===== config.mk =====
export PLATFORM = sky130hd
export DESIGN_NAME = dibit_pack
export DESIGN_NICKNAME = d
export VERILOG_FILES = /design/src/rtl/dibit_pack.sv
export SDC_FILE = /design/constraint.sdc
export NUM_CORES = 1
export LEC_CHECK = 0
export CORE_MARGIN = 2
export CORE_UTILIZATION = 51
export DETAILED_ROUTE_END_ITERATION = 16
export PLACE_DENSITY = 0.83
export SETUP_SLACK_MARGIN = 0.1
export SYNTH_ARGS = -nofsm -noshare
export SYNTH_HDL_FRONTEND = slang
export SYNTH_SLANG_ARGS = --single-unit

===== constraint.sdc =====
create_clock -name clk -period 2.33 [get_ports clk]
set_input_delay 0.233 -clock clk [delete_from_list [all_inputs] [get_ports clk]]
set_output_delay 0.233 -clock clk [all_outputs]
set_load 0.01 [all_outputs]

===== src/rtl/dibit_pack.sv =====
// rtl/dibit_pack.sv - packs four 2-bit slices into an 8-bit word with first-slot resync and output backpressure
module dibit_pack #(
  parameter int LSB_FIRST = 1
) (
  input  logic       clk,
  input  logic       rst_n,
  input  logic [1:0] din,
  input  logic       din_valid,
  input  logic       din_first,
  output logic       din_ready,
  output logic [7:0] dout,
  output logic       dout_valid,
  input  logic       dout_ready,
  output logic [1:0] slot,
  output logic       sync_err,
  output logic [7:0] word_cnt
);

  typedef enum logic {FILL, HOLD} state_t;

  state_t     state;
  logic [7:0] staging;
  logic [7:0] stage_next;
  logic [1:0] eff_slot;
  logic       accept;
  logic       transfer;
  logic       resync;
  logic       complete;
  logic       blocked;

  function automatic logic [2:0] slot_pos(input logic [1:0] k);
    if (LSB_FIRST != 0) return {k, 1'b0};
    else                return 3'd6 - {k, 1'b0};
  endfunction

  always_comb begin
    din_ready  = (state == FILL) && ((slot != 2'd3) || !dout_valid || dout_ready);
    accept     = din_valid && din_ready;
    transfer   = dout_valid && dout_ready;
    resync     = din_first && (slot != 2'd0);
    // A misplaced first slice restarts the word from slot 0
    eff_slot   = resync ? 2'd0 : slot;
    stage_next = resync ? 8'h00 : staging;
    stage_next[slot_pos(eff_slot) +: 2] = din;
    complete   = accept && (eff_slot == 2'd3);
    blocked    = dout_valid && !dout_ready;
  end

  always_ff @(posedge clk or negedge rst_n) begin
    if (!rst_n) begin
      state      <= FILL;
      slot       <= 2'd0;
      staging    <= 8'h00;
      dout       <= 8'h00;
      dout_valid <= 1'b0;
      sync_err   <= 1'b0;
      word_cnt   <= 8'h00;
    end else begin
      sync_err <= accept && resync;
      if (transfer) word_cnt <= word_cnt + 8'd1;
      case (state)
        FILL: begin
          if (accept) begin
            staging <= stage_next;
            // Completed word with the output still occupied parks in staging
            if (complete && blocked) begin
              state <= HOLD;
              slot  <= 2'd3;
            end else begin
              slot <= eff_slot + 2'd1;
            end
          end
          if (complete && !blocked) begin
            dout       <= stage_next;
            dout_valid <= 1'b1;
          end else if (transfer) begin
            dout_valid <= 1'b0;
          end
        end
        HOLD: begin
          if (transfer) begin
            dout       <= staging;
            dout_valid <= 1'b1;
            slot       <= 2'd0;
            state      <= FILL;
          end
        end
        default: state <= FILL;
      endcase
    end
  end

endmodule


==> flow_summary.toml <==
[run_status]
outcome = "completed"

[placement]
detailedPlacementHpwl_mm = 2.41
place_worst_setup_slack_ps = -60.4
placedInstanceArea_mm2 = 0.00186
port_buffers = 27
routabilityCongestion = 0.911

[timing]
setup_slack_ps = 310
fmax_ghz = 0.495
min_period_ps = 2020
clock_skew_ps = 5.42
fin_tns_setup_ps = 0
grt_setup_unrepaired = "no"
timing.final.crit_share_pct = 86.7
setup_viol = 0
slew-limit-headroom_pct = 51.3
measured_slew_at_the_worst_slew_check_pin_ps = 731
slew_viol_final = 0
finalHoldViolations = 0

[global_route]
globalRouteOverflowTotal = 0
first_pass_grt_wire_length_mm = 5.51
pin_count_of_the_biggest_net_entering_global_routing = 30
vias_in_the_first_global_route = 1176
globalRouteTotalUtil_pct = 21.4
grt_antenna_before_repair = 0

[synth]
post_synth_xor_area_fraction_pct = 3.96
synth_top_area_share_pct = 46.9
synthTopCellsByCount = "sky130_fd_sc_hd__dfrtp_1 (29), sky130_fd_sc_hd__nand2_1 (17), sky130_fd_sc_hd__nor2_1 (16)"
dominant_combinational_cell_family_by_area_after_synthesis = "simple AND/OR/NAND/NOR gates"
synth_edf_count = 0
flip_flop_cell_with_the_highest_count_after_synthesis = "sky130_fd_sc_hd__dfrtp_1"
synth.most_common_cell = "sky130_fd_sc_hd__dfrtp_1"
syn_nets = 172
synth.top_cells.by_area = "sky130_fd_sc_hd__dfrtp_1 (47%), sky130_fd_sc_hd__ha_1 (4.9%), sky130_fd_sc_hd__nand2_1 (4.1%), sky130_fd_sc_hd__nor2_1 (3.9%), sky130_fd_sc_hd__nor2b_1 (3.6%)"
ys_ff_latch = 29
postSynthAreaPerCell_um2 = 9.73
synth_simple_gate_area_share_pct = 19.7
synth-adder-area-share_pct = 4.85
compound_cell_area_share_of_the_yosys_netlist_pct = 19.2
muxShareOfSynthArea_pct = 0.728
netlist_area_mm2 = 0.00155
synth.yosys.seq_area_share_pct = 46.9
ys_async_sr_fraction_pct = 100
post_synthesis_cell_type_with_the_largest_combined_area = "sky130_fd_sc_hd__dfrtp_1"
ys_warn_count = 0
yosys.cell_types.count = 38
synth_cells = 159

[floorplan]
die_width_um = 59.1
boundaryPins = 28
num_rows = 19
initial_utilization_pct = 54.7
design.core.area_mm2 = 0.00283
die_span_y_um = 59.1
fp.dieArea_mm2 = 0.00349

[critical_path]
slowest_delay_ps = 440
critPathCaptureType = "flop"
crit_path_top_delay_cell = "sky130_fd_sc_hd__clkdlybuf4s50_1"
path_class = "primary input to flop"
worst_ep_required_time_ps = 2580
crit_arrival_ps = 2270
cp_max_fo = 7
crit_path_cell_trace = "clkdlybuf4s50_1 -> nand2b_1 -> ha_1 -> nor4b_2 -> a32oi_1 -> nor2b_1 -> o21ai_0"
worstSetupStartpointType = "primary input"

[drt]
dr.pass1.iters = 4
post_drt_wl_per_cell_um = 14.9
ant_nets = 0
residual_drc = 0
avgViaCountPerCell = 5.74
num_vias = 1297
drt_iter0_drc = 59
wirelength_mm = 3.37

[power]
pwr_density_cell_mw_per_mm2 = 845
internal_power_mw = 1.09
combinationalPowerShare_pct = 36.5
power.ir.vdd_worst_mv = 0.520
seqPwrFrac_pct = 42.3
fraction_of_power_consumed_by_the_clock_network_pct = 21.2
total_switching_power_mw = 0.550
sw_frac_of_total_pct = 33.5
static_leakage_power_nw = 0.836

[clocking]
cts_tree = "built"
insertion_delay_ps = 330
tritoncts.num_buffers = 5
ctsHoldBuffers = 0
ctsHtreeMaxLevel = 2
postCtsSetupBuffers = 0
clk_path_buf_depth = 2
cts-root-buf = "sky130_fd_sc_hd__clkbuf_4"
clk_pin_slew_ps = 90
clock_sinks = 29

[job]
maxCapViolations = 0

[cells_and_area]
drive_gt1_share_pct = 12.3
layout.core_utilization_pct = 68.6
fillCellCount = 226
multi_input_area_um2 = 762
diodes = 0
growth_of_design_area_from_synthesis_to_finish_pct = 25.6
sequential_cell_area_um2 = 726
fin_area_mm2 = 0.00194
nets = 207

[worst_hold_path]
worst_hold_path_type = "primary input to async pin"
==> per-layer routing <==
metal / share of wire (%) / GRT usage (%) / wire length [um]
met1: 43 / 28.2 / 1450
met2: 50 / 34.3 / 1700
met3: 4.7 / 4.59 / 157
met4: 1.8 / 8.77 / 59
met5: 0 / 0 / 0
==> path summary, 6_finish.rpt <==
check,cells past startpoint,end,slack [ps],startpoint
worst min register to register,1,word_cnt[7],470,word_cnt[7]
max in group asynchronous,2,dout[4],1790,rst_n
min in group clk,1,word_cnt[7],470,word_cnt[7]
worst min-delay path,2,dout[1],270,rst_n
worst max register to register,7,dout[4],320,slot[1]
worst max-delay path,7,dout[4],310,din_first
==> worst max-delay path: cells and delay by family <==
family / cells / cell delay (ps)
AND/OR/NAND/NOR: 3 / 840
adder cells (fa/ha/maj): 1 / 410
AO/OA/AOI/OAI: 2 / 350
buffers and inverters: 1 / 440
==> layout by cell type, fill, tap and decap left out, types with 2 or more instances in the layout <==
cell	n
sky130_fd_sc_hd__a21oi_1	9
sky130_fd_sc_hd__a221oi_1	2
sky130_fd_sc_hd__a22oi_1	2
sky130_fd_sc_hd__a31oi_1	2
sky130_fd_sc_hd__a32o_1	2
sky130_fd_sc_hd__a32oi_1	2
sky130_fd_sc_hd__and3_1	2
sky130_fd_sc_hd__buf_4	8
sky130_fd_sc_hd__clkbuf_4	5
sky130_fd_sc_hd__clkbuf_8	2
sky130_fd_sc_hd__clkdlybuf4s50_1	27
sky130_fd_sc_hd__dfrtp_1	29
sky130_fd_sc_hd__ha_1	6
sky130_fd_sc_hd__inv_1	4
sky130_fd_sc_hd__nand2_1	17
sky130_fd_sc_hd__nand3_1	6
sky130_fd_sc_hd__nand4_1	2
sky130_fd_sc_hd__nor2_1	16
sky130_fd_sc_hd__nor2b_1	9
sky130_fd_sc_hd__nor4b_2	2
sky130_fd_sc_hd__o21ai_0	11
sky130_fd_sc_hd__o21ai_1	4
sky130_fd_sc_hd__o21ai_2	2
sky130_fd_sc_hd__o22a_1	2
sky130_fd_sc_hd__o2bb2ai_1	2
sky130_fd_sc_hd__xnor2_1	5
sky130_fd_sc_hd__xor2_1	2
==> layout make-up <==
class / instances / share of cell area [%]
sequential: 29 / 37.4
inverter: 4 / 0.773
clock inverter: 1 / 0.258
timing repair buffer: 35 / 17.0
tap: 31 / 2.00
clock buffer: 7 / 3.35
multi-input combinational: 119 / 39.2
==> logic make-up after synthesis <==
kind of cell	Yosys count
simple gates	60
compound gates	45
flops	29
buf+inv	11
xor+xnor	7
fa+ha+maj	6
mux	1
==> sequential cells by signal, summed over array words and instances, names as in the netlist <==
register    cells
dout            8
dout_valid      1
slot            2
staging         8
state           1
sync_err        1
word_cnt        8
==> power groups by stage <==
stage / clock, mW / sequential (mW) / combinational (mW)
after floorplan: 0 / 0.733 / 0.281
after global placement: 0 / 0.698 / 0.573
after detailed placement: 0 / 0.704 / 0.587
after CTS: 0.353 / 0.695 / 0.591
after global routing: 0.375 / 0.710 / 0.657
final: 0.348 / 0.694 / 0.598
==> stage by stage <==
stage                     total power [mW]  std cells  hold slack (ps)
after floorplan                       1.01        159            -62.6
after global placement                1.27        218              462
after detailed placement              1.29        218              465
after CTS                             1.64        226              287
after global routing                  1.74        226              296
final                                 1.64        226              275
==> timing repair <==
action	CTS	global route
resized for setup	0	2
setup endpoints to repair	0	3
endpoints found under the hold margin	0	0
Power figures use the tool's default switching activity.
